==> src/rtl/debounce_pkg.sv <==
// Shared types and helpers for the button debouncer: per-channel FSM states
// and the counter-width helper.
package debounce_pkg;

    localparam int STATE_W = 2;

    typedef enum logic [STATE_W-1:0] {
        IDLE     = 2'd0,
        HOLD_DLY = 2'd1,
        HOLD_RPT = 2'd2
    } btn_state_t;

    // Bits needed to hold any value from 0 up to max(a, b) inclusive.
    function automatic int clog2_max(input int a, input int b);
        int m;
        m = (a > b) ? a : b;
        return $clog2(m + 1);
    endfunction

endpackage

==> src/rtl/debounce_channel.sv <==
// One debounced button: 2-flop synchronizer, stability filter and the
// press / hold / auto-repeat FSM. All outputs are registered.
module debounce_channel
    import debounce_pkg::*;
#(
    parameter int STABLE_CNT   = 3,
    parameter int REPEAT_DELAY = 48,
    parameter int REPEAT_RATE  = 10
) (
    input  logic               clock_in,
    input  logic               rst,
    input  logic               raw_i,
    output logic               level_o,
    output logic               press_o,
    output logic               release_o,
    output logic               repeat_o,
    output logic [STATE_W-1:0] state_o
);

    localparam int CW = clog2_max(STABLE_CNT, 0);
    localparam int HW = clog2_max(REPEAT_DELAY, REPEAT_RATE);

    localparam logic [CW-1:0] CNT_TC = CW'(STABLE_CNT - 1);
    localparam logic [HW-1:0] DLY_TC = HW'((REPEAT_DELAY > 0) ? REPEAT_DELAY - 1 : 0);
    localparam logic [HW-1:0] RPT_TC = HW'(REPEAT_RATE - 1);

    logic          s1_q, s2_q;
    logic [CW-1:0] cnt_q, cnt_d;
    logic          level_q, level_d;
    logic          flip;
    logic          rise, fall;
    btn_state_t    state_q, state_d;
    logic [HW-1:0] hold_q, hold_d;
    logic          press_q, press_d;
    logic          release_q, release_d;
    logic          repeat_q, repeat_d;

    always_ff @(posedge clock_in or posedge rst) begin
        if (rst) begin
            s1_q      <= 1'b0;
            s2_q      <= 1'b0;
            cnt_q     <= '0;
            level_q   <= 1'b0;
            state_q   <= IDLE;
            hold_q    <= '0;
            press_q   <= 1'b0;
            release_q <= 1'b0;
            repeat_q  <= 1'b0;
        end else begin
            s1_q      <= raw_i;
            s2_q      <= s1_q;
            cnt_q     <= cnt_d;
            level_q   <= level_d;
            state_q   <= state_d;
            hold_q    <= hold_d;
            press_q   <= press_d;
            release_q <= release_d;
            repeat_q  <= repeat_d;
        end
    end

    // Any sample agreeing with the current level restarts the count.
    always_comb begin
        cnt_d   = cnt_q;
        level_d = level_q;
        flip    = 1'b0;
        if (s2_q == level_q) begin
            cnt_d = '0;
        end else if (cnt_q == CNT_TC) begin
            flip    = 1'b1;
            level_d = s2_q;
            cnt_d   = '0;
        end else begin
            cnt_d = cnt_q + 1'b1;
        end
    end

    // Edge pulses are registered on the same edge the level flips.
    assign rise = flip & ~level_q;
    assign fall = flip & level_q;

    always_comb begin
        state_d   = state_q;
        hold_d    = hold_q;
        press_d   = 1'b0;
        release_d = 1'b0;
        repeat_d  = 1'b0;
        case (state_q)
            IDLE: begin
                if (rise) begin
                    state_d = HOLD_DLY;
                    hold_d  = '0;
                    press_d = 1'b1;
                end
            end
            HOLD_DLY: begin
                if (fall) begin
                    state_d   = IDLE;
                    hold_d    = '0;
                    release_d = 1'b1;
                end else if (REPEAT_DELAY != 0) begin
                    if (hold_q == DLY_TC) begin
                        state_d  = HOLD_RPT;
                        hold_d   = '0;
                        repeat_d = 1'b1;
                    end else begin
                        hold_d = hold_q + 1'b1;
                    end
                end
            end
            HOLD_RPT: begin
                if (fall) begin
                    state_d   = IDLE;
                    hold_d    = '0;
                    release_d = 1'b1;
                end else if (hold_q == RPT_TC) begin
                    hold_d   = '0;
                    repeat_d = 1'b1;
                end else begin
                    hold_d = hold_q + 1'b1;
                end
            end
            default: begin
                state_d = IDLE;
                hold_d  = '0;
            end
        endcase
    end

    assign level_o   = level_q;
    assign press_o   = press_q;
    assign release_o = release_q;
    assign repeat_o  = repeat_q;
    assign state_o   = state_q;

endmodule

==> src/rtl/button_debouncer.sv <==
// NUM_BTN independent debounced buttons with press, release and auto-repeat
// pulses, clocked by the ~95 Hz slow clock. FSM states exposed for debug.
module button_debouncer
    import debounce_pkg::*;
#(
    parameter int NUM_BTN      = 4,
    parameter int STABLE_CNT   = 3,
    parameter int REPEAT_DELAY = 48,
    parameter int REPEAT_RATE  = 10
) (
    input  logic                       clock_in,
    input  logic                       rst,
    input  logic [NUM_BTN-1:0]         btn_raw,
    output logic [NUM_BTN-1:0]         btn_level,
    output logic [NUM_BTN-1:0]         btn_press,
    output logic [NUM_BTN-1:0]         btn_release,
    output logic [NUM_BTN-1:0]         btn_repeat,
    output logic [NUM_BTN*STATE_W-1:0] btn_state_dbg
);

    for (genvar g = 0; g < NUM_BTN; g++) begin : g_chan
        debounce_channel #(
            .STABLE_CNT  (STABLE_CNT),
            .REPEAT_DELAY(REPEAT_DELAY),
            .REPEAT_RATE (REPEAT_RATE)
        ) u_chan (
            .clock_in (clock_in),
            .rst      (rst),
            .raw_i    (btn_raw[g]),
            .level_o  (btn_level[g]),
            .press_o  (btn_press[g]),
            .release_o(btn_release[g]),
            .repeat_o (btn_repeat[g]),
            .state_o  (btn_state_dbg[g*STATE_W +: STATE_W])
        );
    end

endmodule

==> config.mk <==
export PLATFORM = sky130hd
export DESIGN_NAME = button_debouncer
export DESIGN_NICKNAME = d
export VERILOG_FILES = /design/src/rtl/debounce_pkg.sv /design/src/rtl/debounce_channel.sv /design/src/rtl/button_debouncer.sv
export SDC_FILE = /design/constraint.sdc
export NUM_CORES = 1
export LEC_CHECK = 0
export ABC_AREA = 1
export CORE_ASPECT_RATIO = 0.75
export CORE_MARGIN = 2
export CORE_UTILIZATION = 35
export CTS_BUF_LIST = sky130_fd_sc_hd__clkbuf_4 sky130_fd_sc_hd__clkbuf_8
export DETAILED_ROUTE_END_ITERATION = 12
export DONT_BUFFER_PORTS = 1
export PLACE_DENSITY = 0.6
export SETUP_SLACK_MARGIN = 0.3
export SYNTH_ARGS = -nofsm -noshare
export SYNTH_HDL_FRONTEND = slang
export SYNTH_SLANG_ARGS = --single-unit
==> constraint.sdc <==
create_clock -name clock_in -period 2.05 [get_ports clock_in]
set_input_delay 0.3075 -clock clock_in [delete_from_list [all_inputs] [get_ports clock_in]]
set_output_delay 0.3075 -clock clock_in [all_outputs]
set_load 0.01 [all_outputs]
==> impl_metrics.csv <==
group,metric,value,unit
run_status,status,"finished clean",
logic_synthesis,synthesis.area,3520,µm²
route,first_pass_iters,4,
worst_setup_path,critPathLaunch,"g_chan[2].u_chan.hold_q[0]",
sta,post-route-period-util,0.717,
power_and_ir_drop,p_total,4.75,mW
worst_setup_path,start_kind,"flip-flop",
logic_synthesis,synth_edf_count,0,
grt,grt_max_degree,38,
finish,final_nets,439,
sta,tns,0,ns
placement,port_buffers,0,
job,cap_violations,0,
worst_setup_path,regToRegStartpoint,"g_chan[2].u_chan.hold_q[0]",
sta,rsz0062_at_grt,"no",
logic_synthesis,synthDistinctLibCells,26,
sta,report.final.slew_viol_count,0,
placement,pre_cts_slack,0.604,ns
floorplanning,die-area,10900,µm²
route,drc,0,
logic_synthesis,ys_seq_area_frac,0.454,
route,ant_nets,0,
logic_synthesis,yosysWarnings,0,
floorplanning,ios,30,
sta,maxClockFrequency,680,MHz
route,wire_per_inst,11.4,µm
sta,skew,0.00641,ns
worst_setup_path,crit_slowest_cell,"dfrtp_1",
sta,tightest_slew,0.652,ns
logic_synthesis,synth-main-ff-cell,"dfrtp_1",
placement,dp_hpwl,4.52,mm
worst_setup_path,arrival,1.74,ns
route,routed_wl,6.29,mm
clock_network,clockRootBuffer,"clkbuf_8",
clock_network,post_cts_buffers,0,
worst_setup_path,crit_chain,"ha_1, nand2_1, nor2_2, nand2_1, nand3_2, nand2_1, nand2_2, a21oi_1",
clock_network,worstSkewPairLatency,0.35,ns
sta,relSlewSlack,0.564,
placement,dpl_cell_area,3540,µm²
route,routed_via_density,4.53,
route,drt_first_iter_violations,130,
grt,grt_pass1_vias,2357,
finish,antennaDiodeCount,0,
placement,gp_congestion,0.833,
clock_network,htree_levels,3,
finish,final_area,3830,µm²
grt,antenna_found_initial,0,
logic_synthesis,syn_avg_cell_area,8.47,µm²
clock_network,cts_tree,"built",
grt,gr-total-overflow,0,
clock_network,path_clk_slew,0.07,ns
finish,area_growth,8.56,%
worst_setup_path,crit_family,"simple AND/OR/NAND/NOR gates",
sta,hold_viol,0,
clock_network,clock_sinks,64,
logic_synthesis,ys_seq_elements,64,
grt,grt_usage,0.124,
worst_setup_path,worstPathRequired,2.32,ns
clock_network,cts_made_buffers,9,
finish,final_core_util,0.393,
sta,setup_slack,0.580,ns
worst_setup_path,path_buf_inv,0,
finish,final_cell_mix,"nand2_1 (101), dfrtp_1 (64), inv_1 (56)",
hold_path,min_path_type,"flip-flop to flip-flop",
sta,period_needed,1.47,ns
floorplanning,fp.dieH,90.9,µm
power_and_ir_drop,ir_drop,807,µV
finish,post_route_cells_drive_above_1_share,0.148,
floorplanning,design.core.area,9740,µm²
worst_setup_path,crit_path_max_fanout,5,
worst_setup_path,cp_common_cell,"nand2_1",
clock_network,clock_path_buffers,2,
route,dr_total_vias,2494,
sta,setup_viol,0,
grt,grt_pass1_wl,10.8,mm
worst_setup_path,critPathKind,"flip-flop to flip-flop",
finish,layout_commonest_cell,"nand2_1",
worst_setup_path,crit_path_end_kind,"flip-flop",
floorplanning,rows,31,
logic_synthesis,synthArstFlopShare,1.00,
power_and_ir_drop,powerDensity,1240,nW/µm²
worst_setup_path,max_stage_delay,0.43,ns
logic_synthesis,syn_inst,416,
floorplanning,die_w,120,µm
floorplanning,initial_core_util,0.362,
logic_synthesis,syn_nets,442,
power_and_ir_drop,leakage,1.93,nW
hold_path,hold_path_startpoint,"g_chan[3].u_chan.s1_q",
stage by stage:
step                      cells  hold slack, ns
after global placement      529           0.293
after CTS                   550           0.353
after global routing        550           0.360
after detailed placement    529           0.306
final                       550           0.352
after floorplan             416           0.331
layout make-up:
cell class                      count  area, µm²
Multi-Input combinational cell    271       1520
Sequential cell                    64       1600
Fill cell                         952       5910
Inverter                           61        233
Clock buffer                       14        180
Timing Repair Buffer                6       70.1
Tap cell                          132        165
Clock inverter                      2       60.1
power breakdown:
part | internal [mW] | switching, mW | total (mW)
clock network | 0.813 | 0.485 | 1.30
registers | 1.49 | 0.296 | 1.79
logic | 0.537 | 1.13 | 1.67
sequential cells by signal, indices dropped and copies added (netlist names):
register	flops
g_chan.u_chan.hold_q	24
g_chan.u_chan.cnt_q	8
g_chan.u_chan.state_o	8
g_chan.u_chan.level_o	4
g_chan.u_chan.press_o	4
g_chan.u_chan.release_o	4
g_chan.u_chan.repeat_o	4
g_chan.u_chan.s1_q	4
g_chan.u_chan.s2_q	4
worst paths after layout:
check	to	slack, ns	depth (start not counted)
worst min-delay path	g_chan[3].u_chan.s2_q	0.35	0
worst max register to register	g_chan[2].u_chan.hold_q[3]	0.58	8
max in group asynchronous	g_chan[1].u_chan.release_o	0.93	3
worst max-delay path	g_chan[2].u_chan.hold_q[3]	0.58	8
worst min register to register	g_chan[3].u_chan.s2_q	0.35	0
min in group asynchronous	g_chan[0].u_chan.press_o	0.53	2
timing repair:
action	in CTS	in global routing
gates resized for setup	0	0
hold endpoints to repair	31	0
hold buffers	5	0
synthesized netlist by cell type, types with 6 or more instances:
master / number / area [µm²]
nand2_2: 11 / 68.8
nor2_2: 6 / 37.5
nand3_1: 23 / 115
nor2_1: 34 / 128
nand3_2: 10 / 100
nand4_1: 12 / 75.1
dfrtp_1: 64 / 1600
inv_1: 57 / 214
o21ai_1: 8 / 40.0
nand2_1: 101 / 379
nor3_1: 6 / 30.0
a21oi_1: 12 / 60.1
ha_1: 20 / 250
buf_4: 16 / 120
layer usage:
layer | part of all wire | routed length [µm] | track usage | up-vias
met5 | 0 | 0 | 0 | -
met4 | 0.012 | 78 | 0.0412 | 0
met3 | 0.047 | 297 | 0.0499 | 9
met2 | 0.42 | 2660 | 0.181 | 38
met1 | 0.52 | 3260 | 0.167 | 1161
li1 | - | - | - | 1286
worst register-to-register path, stage by stage (launching register included):
cell and delay, ns:
dfrtp_1 0.43, ha_1 0.26, nand2_1 0.10, nor2_2 0.05, nand2_1 0.10, nand3_2 0.09
nand2_1 0.15, nand2_2 0.09, a21oi_1 0.14
logic make-up (layout without fill, tap and decap cells):
kind of cell / count (synthesis) / count (layout) / synth area share
xor+xnor: 3 / 3 / 0.00746
compound gates: 31 / 31 / 0.0486
simple gates: 217 / 217 / 0.303
buf+inv: 81 / 83 / 0.115
fa+ha+maj: 20 / 20 / 0.0710
flops: 64 / 64 / 0.454
No activity file was read; power rests on OpenSTA's default activity.
